==> src/rtl/sap_pkg.sv <==
// Shared SAP-U definitions: clock-control state encoding and counter width.
package sap_pkg;

  localparam int CLK_CNT_W = 16;

  typedef enum logic [1:0] {
    CLK_RUN  = 2'd0,
    CLK_STEP = 2'd1,
    CLK_HALT = 2'd2
  } clk_state_t;

endpackage

==> src/rtl/step_debouncer.sv <==
// Step-button conditioning: 2-flop synchronizer, optional stability filter
// (CLOCK_CONTROL_DEBOUNCE_EN), then a registered one-cycle rising-edge pulse.
module step_debouncer
  import sap_pkg::*;
#(
  parameter int DEBOUNCE_CYCLES = 8
) (
  input  logic clk,
  input  logic reset,
  input  logic btn_raw,
  output logic press_pulse
);

  logic sync1, sync2, lvl, lvl_d;

  always_ff @(posedge clk or posedge reset) begin
    if (reset) begin
      sync1 <= 1'b0;
      sync2 <= 1'b0;
    end else begin
      sync1 <= btn_raw;
      sync2 <= sync1;
    end
  end

`ifdef CLOCK_CONTROL_DEBOUNCE_EN
  localparam logic [CLK_CNT_W-1:0] DEB_LAST = CLK_CNT_W'(DEBOUNCE_CYCLES - 1);

  logic [CLK_CNT_W-1:0] cnt;

  // A new level is accepted only after it has held for DEBOUNCE_CYCLES samples.
  always_ff @(posedge clk or posedge reset) begin
    if (reset) begin
      cnt <= '0;
      lvl <= 1'b0;
    end else if (sync2 == lvl) begin
      cnt <= '0;
    end else if (cnt == DEB_LAST) begin
      lvl <= sync2;
      cnt <= '0;
    end else begin
      cnt <= cnt + 1'b1;
    end
  end
`else
  logic [CLK_CNT_W-1:0] unused_deb_cfg;
  assign unused_deb_cfg = CLK_CNT_W'(DEBOUNCE_CYCLES);
  assign lvl = sync2;
`endif

  always_ff @(posedge clk or posedge reset) begin
    if (reset) begin
      lvl_d       <= 1'b0;
      press_pulse <= 1'b0;
    end else begin
      lvl_d       <= lvl;
      press_pulse <= lvl & ~lvl_d;
    end
  end

endmodule

==> src/rtl/clock_control.sv <==
// SAP-U CPU clock-enable generator: free-run divider, manual step, sticky halt.
// Debouncer in the step path is enabled by CLOCK_CONTROL_DEBOUNCE_EN.
module clock_control
  import sap_pkg::*;
#(
  parameter int DIVIDE          = 4,
  parameter int DEBOUNCE_CYCLES = 8
) (
  input  logic clk,
  input  logic reset,
  input  logic run_mode,
  input  logic step_btn,
  input  logic halt,
  output logic cpu_clk_en,
  output logic cpu_clk_vis,
  output logic halted
);

  localparam logic [CLK_CNT_W-1:0] DIV_LAST = CLK_CNT_W'(DIVIDE - 1);

  clk_state_t           state;
  logic [CLK_CNT_W-1:0] count;
  logic                 press_pulse;
  logic                 div_hit;
  logic                 fire;

  step_debouncer #(.DEBOUNCE_CYCLES(DEBOUNCE_CYCLES)) u_step (
    .clk         (clk),
    .reset       (reset),
    .btn_raw     (step_btn),
    .press_pulse (press_pulse)
  );

  // The pulse follows the registered state, so a same-cycle run_mode drop
  // still emits it, while halt in the same cycle kills it.
  assign div_hit    = (state == CLK_RUN) && (count == DIV_LAST);
  assign fire       = !halt && (div_hit || ((state == CLK_STEP) && press_pulse));
  assign cpu_clk_en = fire;

  // Reset parks in STEP so the first post-reset edge picks RUN or STEP.
  always_ff @(posedge clk or posedge reset) begin
    if (reset) begin
      state       <= CLK_STEP;
      count       <= '0;
      cpu_clk_vis <= 1'b0;
      halted      <= 1'b0;
    end else begin
      cpu_clk_vis <= cpu_clk_vis ^ fire;
      unique case (state)
        CLK_RUN: begin
          if (halt) begin
            state  <= CLK_HALT;
            halted <= 1'b1;
            count  <= '0;
          end else if (!run_mode) begin
            state <= CLK_STEP;
            count <= '0;
          end else begin
            count <= div_hit ? '0 : count + 1'b1;
          end
        end
        CLK_STEP: begin
          count <= '0;
          if (halt) begin
            state  <= CLK_HALT;
            halted <= 1'b1;
          end else if (run_mode) begin
            state <= CLK_RUN;
          end
        end
        default: begin
          state  <= CLK_HALT;
          halted <= 1'b1;
          count  <= '0;
        end
      endcase
    end
  end

endmodule
==> config.mk <==
export PLATFORM = sky130hd
export DESIGN_NAME = clock_control
export DESIGN_NICKNAME = d
export VERILOG_FILES = /design/src/rtl/sap_pkg.sv /design/src/rtl/step_debouncer.sv /design/src/rtl/clock_control.sv
export SDC_FILE = /design/constraint.sdc
export NUM_CORES = 1
export LEC_CHECK = 0
export CAP_MARGIN = 20
export CORE_MARGIN = 2
export CORE_UTILIZATION = 45
export DETAILED_ROUTE_END_ITERATION = 10
export GPL_TIMING_DRIVEN = 1
export PLACE_DENSITY = 0.66
export SKIP_LAST_GASP = 1
export SYNTH_ARGS = -nofsm -noshare
export SYNTH_HDL_FRONTEND = slang
export SYNTH_SLANG_ARGS = --single-unit
==> constraint.sdc <==
create_clock -name clk -period 1.55 [get_ports clk]
set_input_delay 0.155 -clock clk [delete_from_list [all_inputs] [get_ports clk]]
set_output_delay 0.155 -clock clk [all_outputs]
set_load 0.01 [all_outputs]
After elaboration in Yosys (flattened, before gate mapping). Index checks and enable logic that the tools add are counted.

Register bits after elaboration: 24. Bits of input ports: 5.

Add/subtract/negate cells: 1. Equal/unequal tests: 5. Mux-type cells: 11. Bitwise gates (word level): 3. Reductions and logical operators: 8.

Operator list (number): two-way mux 16 bit (4); adder 16 x 1 -> 16 bit (second input constant) (1); equality test 16 x 2 -> 1 bit (second input constant) (1); two-way mux 2 bit (4); != test 3 bit (second input constant) (2); case mux 2 bit (2 select lines) (1); logical AND 1 bit (3); equality test 2 x 1 -> 1 bit (second input constant) (1); zero test 2 bit (1); two-way mux 1 bit (2); != test 2 x 1 -> 1 bit (second input constant) (1); AND reduction 2 bit (1); OR reduction 2 bit (1); bitwise AND 1 bit (1); zero test 1 bit (1); logical OR 1 bit (1); NOT 1 bit (1); bitwise XOR 1 bit (1).

Depth between registers and ports, before layout.
Depth after elaboration: 6. Mapped depth: 7.

Modules after synthesis. Synthesis repeated with hierarchy kept, for this count alone.

Cell total of the unflattened synthesis: 101. Area total of the unflattened synthesis: 1071.0 sq um.

By module, submodules not included: clock_control (times used 1, cells an instance 95, area an instance 953.4 sq um, seq. area each 501.7 sq um); step_debouncer (times used 1, cells an instance 6, area an instance 117.6 sq um, seq. area each 100.1 sq um).

Worst setup path after synthesis. OpenSTA, ideal clock, no wires.

Path type: reg2reg. From: register count[0]. To: register count[10]. Arrival: 1.427 ns. Slack: 0.002 ns. Cell stages (with the launch flop): 8. Path buffers: 2. Period minus slack after synthesis: 1.548 ns. Cells stage by stage: dfrtp_1 ha_1 nor3b_1 nand4_1 nand4bb_1 clkbuf_2 buf_2 nor2_1.

Longest elaborated chain between the ends: 6.

RTL lines: start, declared (RTL line clock_control.sv:22) `logic [CLK_CNT_W-1:0] count;`; start signal, assigned (RTL line clock_control.sv:59) `count <= div_hit ? '0 : count + 1'b1;`; parallel branches: the longest is 2 deep, another holds adder 16 x 1 -> 16 bit; two-way mux 16 bit (*) (RTL line clock_control.sv:59); two-way mux 16 bit (*) (RTL line clock_control.sv:55) `end else if (!run_mode) begin`; two-way mux 16 bit (*) (RTL line clock_control.sv:51) `if (halt) begin`; two-way mux 16 bit (*) (RTL line clock_control.sv:49) `unique case (state)`.

Every way passes the cells marked *. A chain may end at the register's enable or synchronous reset.

Worst setup path in the final report.
From: register count[12]. To: output port cpu_clk_en.

Longest elaborated chain between the ends: 4.

RTL lines: equality test 16 x 2 -> 1 bit (RTL line clock_control.sv:36) `assign div_hit = (state == CLK_RUN) && (count == DIV_LAST);`; logical AND 1 bit (RTL line clock_control.sv:36); logical OR 1 bit (RTL line clock_control.sv:37) `assign fire = !halt && (div_hit || ((state == CLK_STEP) && press_pulse));`; logical AND 1 bit (RTL line clock_control.sv:37); end, declared (RTL line clock_control.sv:14) `output logic cpu_clk_en,`.

Every way passes these cells.

==> impl_results.md <==
* P_leak at 0.633 nW
* Synth warn at 0
* PortBufs at 7
* Multi-input gate area at 572 um2
* Power per cell area at 706 nW/um2
* Share of cells above drive strength 1 at 46.3%
* First-pass GRT wire length at 3.66 mm
* WL/cell at 15.2 um
* DR vias at 889
* Residual DRC at 0
* Hold Fails Final Rpt at 0
* Final worst clock skew at 0.0126 ns
* Top cell type's share of synthesized area at 53.7%
* N_diodes at 0
* Initial core utilization at 48.0%
* CP Capture Type: output port
* Total CTS buffers at 3
* Crit path launch type: flip-flop
* Die Ht at 52.8 um
* Synthesized net count at 106
* Max FO, Critical Path at 2
* Final period util at 115%
* Max VDD drop at 0.000752 V
* Initial drt markers at 16
* Post-CTS Hold Fix Bufs at 0
* CP Class: flip-flop to output port
* Syn-to-layout area delta at 48.1%
* Mux share of post-synthesis cell area at 0%
* CP Data Arrival Time at 1.63 ns
* Synth Area in Compound Gates at 1.40%
* Hold Path Class: primary input to async pin
* Synth Area in XOR/XNOR at 11.4%
* Num ports at 8
* Final Setup Violations at 17
* Horiz. Die Dim at 52.8 um
* Root Buffer: clkbuf_4
* Post-Route WL at 2.50 mm
* FFs w/ async S/R, synth at 100%
* Leading area contributor after synthesis: dfrtp_1
* FP Rows at 17
* R2R setup slack at -0.15 ns
* Most numerous cell in the Yosys netlist: dfrtp_1
* Ys flop type: dfrtp_1
* Grt total ovfl at 0
* Setup ws final at -0.236 ns
* PnR Total Power at 1.12 mW
* Number of distinct library cells after synthesis at 26
* Adder-Cell Fraction of Synth Area at 1.17%
* Tmin final at 1.79 ns
* Placer Congestion at 0.838
* Clk slew on worst S/H paths at 0.14 ns
* Unrepaired setup endpoints after global routing: true
* CTS Buffer Depth at 2
* Worst Reg2Reg Path Length in Cells at 8
* Avg Vias per Cell at 5.42
* TritonCTS clock tree: yes
* Post-Syn Area at 1070 um2
* Clock Latency Late Sink at 0.32 ns
* # Max-Cap Violations at 0
* Simple-Gate Fraction of Synth Area at 27.9%
* Tot GR Track Use at 19.1%
* Htree depth at 1
* Fillers at 157
* FF+latch area at 602 um2
* Worst Path Required at 1.39 ns
* Number of synthesized flops with an enable pin at 0
* HPWL after detailed placement at 1.56 mm
* Core Footprint at 2230 um2
* Initial antenna violation count at 0
* Seq cells post-synth at 24
* Final Max Tran Viols at 0
* Final ANT Viol Nets at 0
* Post-Synthesis Cells at 100
* Failing checks: setup timing
* Largest family of logic cells by synthesized area: simple AND/OR/NAND/NOR gates
* Hold_ws at 0.149 ns
* List of most frequent post-synthesis cells: dfrtp_1 (23), nor2_1 (16), xnor2_1 (7), xor2_1 (7)
* Relative slew slack at 77.9%
* Syn_area_per_cell at 10.7 um2
* Nets at 143
* Fmax at 560 MHz
* DR pass1 iterations at 4
* Outcome: complete, but fails checks
* Die ar. at 2790 um2
* Ranking of synthesized cells by area: dfrtp_1 (54%), xnor2_1 (5.7%), xor2_1 (5.7%)
* Worst Max-Slew Pin Slew at 0.328 ns
* CTS Sinks at 24
* Largest net degree at the start of global routing at 25
* Part of the Yosys area used for sequential elements at 56.1%
* Vias in the first global route at 836
==> stage by stage <==
step	setup TNS, ns	util (%)	setup WS (ns)	std cells	area, um2
5_1_grt	-3.16	71.1	-0.329	164	1590
3_5_place_dp	-1.10	60.0	-0.371	156	1340
4_1_cts	-0.238	63.5	-0.238	160	1420
3_3_place_gp	-0.695	60.0	-0.311	156	1340
2_1_floorplan	0	-	0.00189	100	1070
6_report	-2.18	71.1	-0.236	164	1590
==> routing by layer <==
metal  GRT usage, %  wire, um  share of wire [%]
met2           30.8      1290                 52
met3           3.43        54                2.2
met4           10.3        46                1.8
met5              0         0                  0
met1           24.1      1100                 44
==> state kept, by name (all words and copies together), names as in the netlist <==
signal / flops
count: 16
state: 2
cpu_clk_vis: 1
halted: 1
u_step.lvl: 1
u_step.lvl_d: 1
u_step.press_pulse: 1
u_step.sync1: 1
==> power breakdown <==
part           leakage [nW]  total (mW)  internal [mW]  switching (mW)
logic                 0.294      0.0291         0.0141          0.0150
registers             0.311       0.635          0.633         0.00263
clock network        0.0279       0.456          0.262           0.194
total                 0.633        1.12          0.908           0.212
==> final timing paths <==
path / startpoint / end
setup / recovery: count[12]$_DFF_PP0_ / cpu_clk_en
hold / removal: reset / count[14]$_DFF_PP0_
setup reg to reg: count[1]$_DFF_PP0_ / count[15]$_DFF_PP0_
hold reg to reg: u_step.sync1$_DFF_PP0_ / u_step.lvl$_DFF_PP0_
max in group asynchronous: reset / state[0]$_DFFE_PP1P_
min in group clk: step_btn / u_step.sync1$_DFF_PP0_
==> area by class of cell <==
| cell class | count | share of cell area (%) |
|---|---|---|
| tap | 28 | 2.21 |
| sequential | 24 | 37.9 |
| multi-input combinational | 71 | 36.0 |
| clock buffer | 3 | 1.42 |
| inverter | 3 | 0.709 |
| clock inverter | 1 | 1.89 |
| timing repair buffer | 34 | 19.9 |
==> layout by cell type (no fill, tap or decap), types with 2 or more instances in the layout <==
cell type / n
nand2_1: 5
nor3_1: 3
xnor2_1: 7
xor2_1: 7
buf_6: 6
or3_1: 2
nor2_1: 2
buf_12: 2
nor2_4: 7
inv_1: 3
a21oi_2: 2
nor4_2: 5
buf_4: 19
nor2_2: 7
nand4_1: 5
dfrtp_1: 23
clkdlybuf4s50_1: 6
clkbuf_4: 3
nand3_1: 6
or2_2: 2
==> logic make-up (layout without fill, tap and decap cells) <==
kind of cell               Yosys count  after routing
adders and majority gates            1              1
xor gates and xnor gates            14             14
buffers and inverters                5             41
DFF                                 24             24
AOI/OAI and AO/OA                    3              3
and+or+nand+nor                     53             53
==> critical path, stage by stage, from the launching register on <==
cell     delay, ns
dfrtp_1       0.42
nor4_2        0.32
buf_4         0.17
nand4_1       0.08
a21oi_2       0.17
buf_2         0.15
==> timing repair <==
item | in CTS | in global routing
gates resized for setup | 10 | 33
setup endpoints to repair | 18 | 18
setup buffers | 1 | 3
cloned | 0 | 1
pin swaps | 2 | 18
Power figures use the tool's default switching activity.
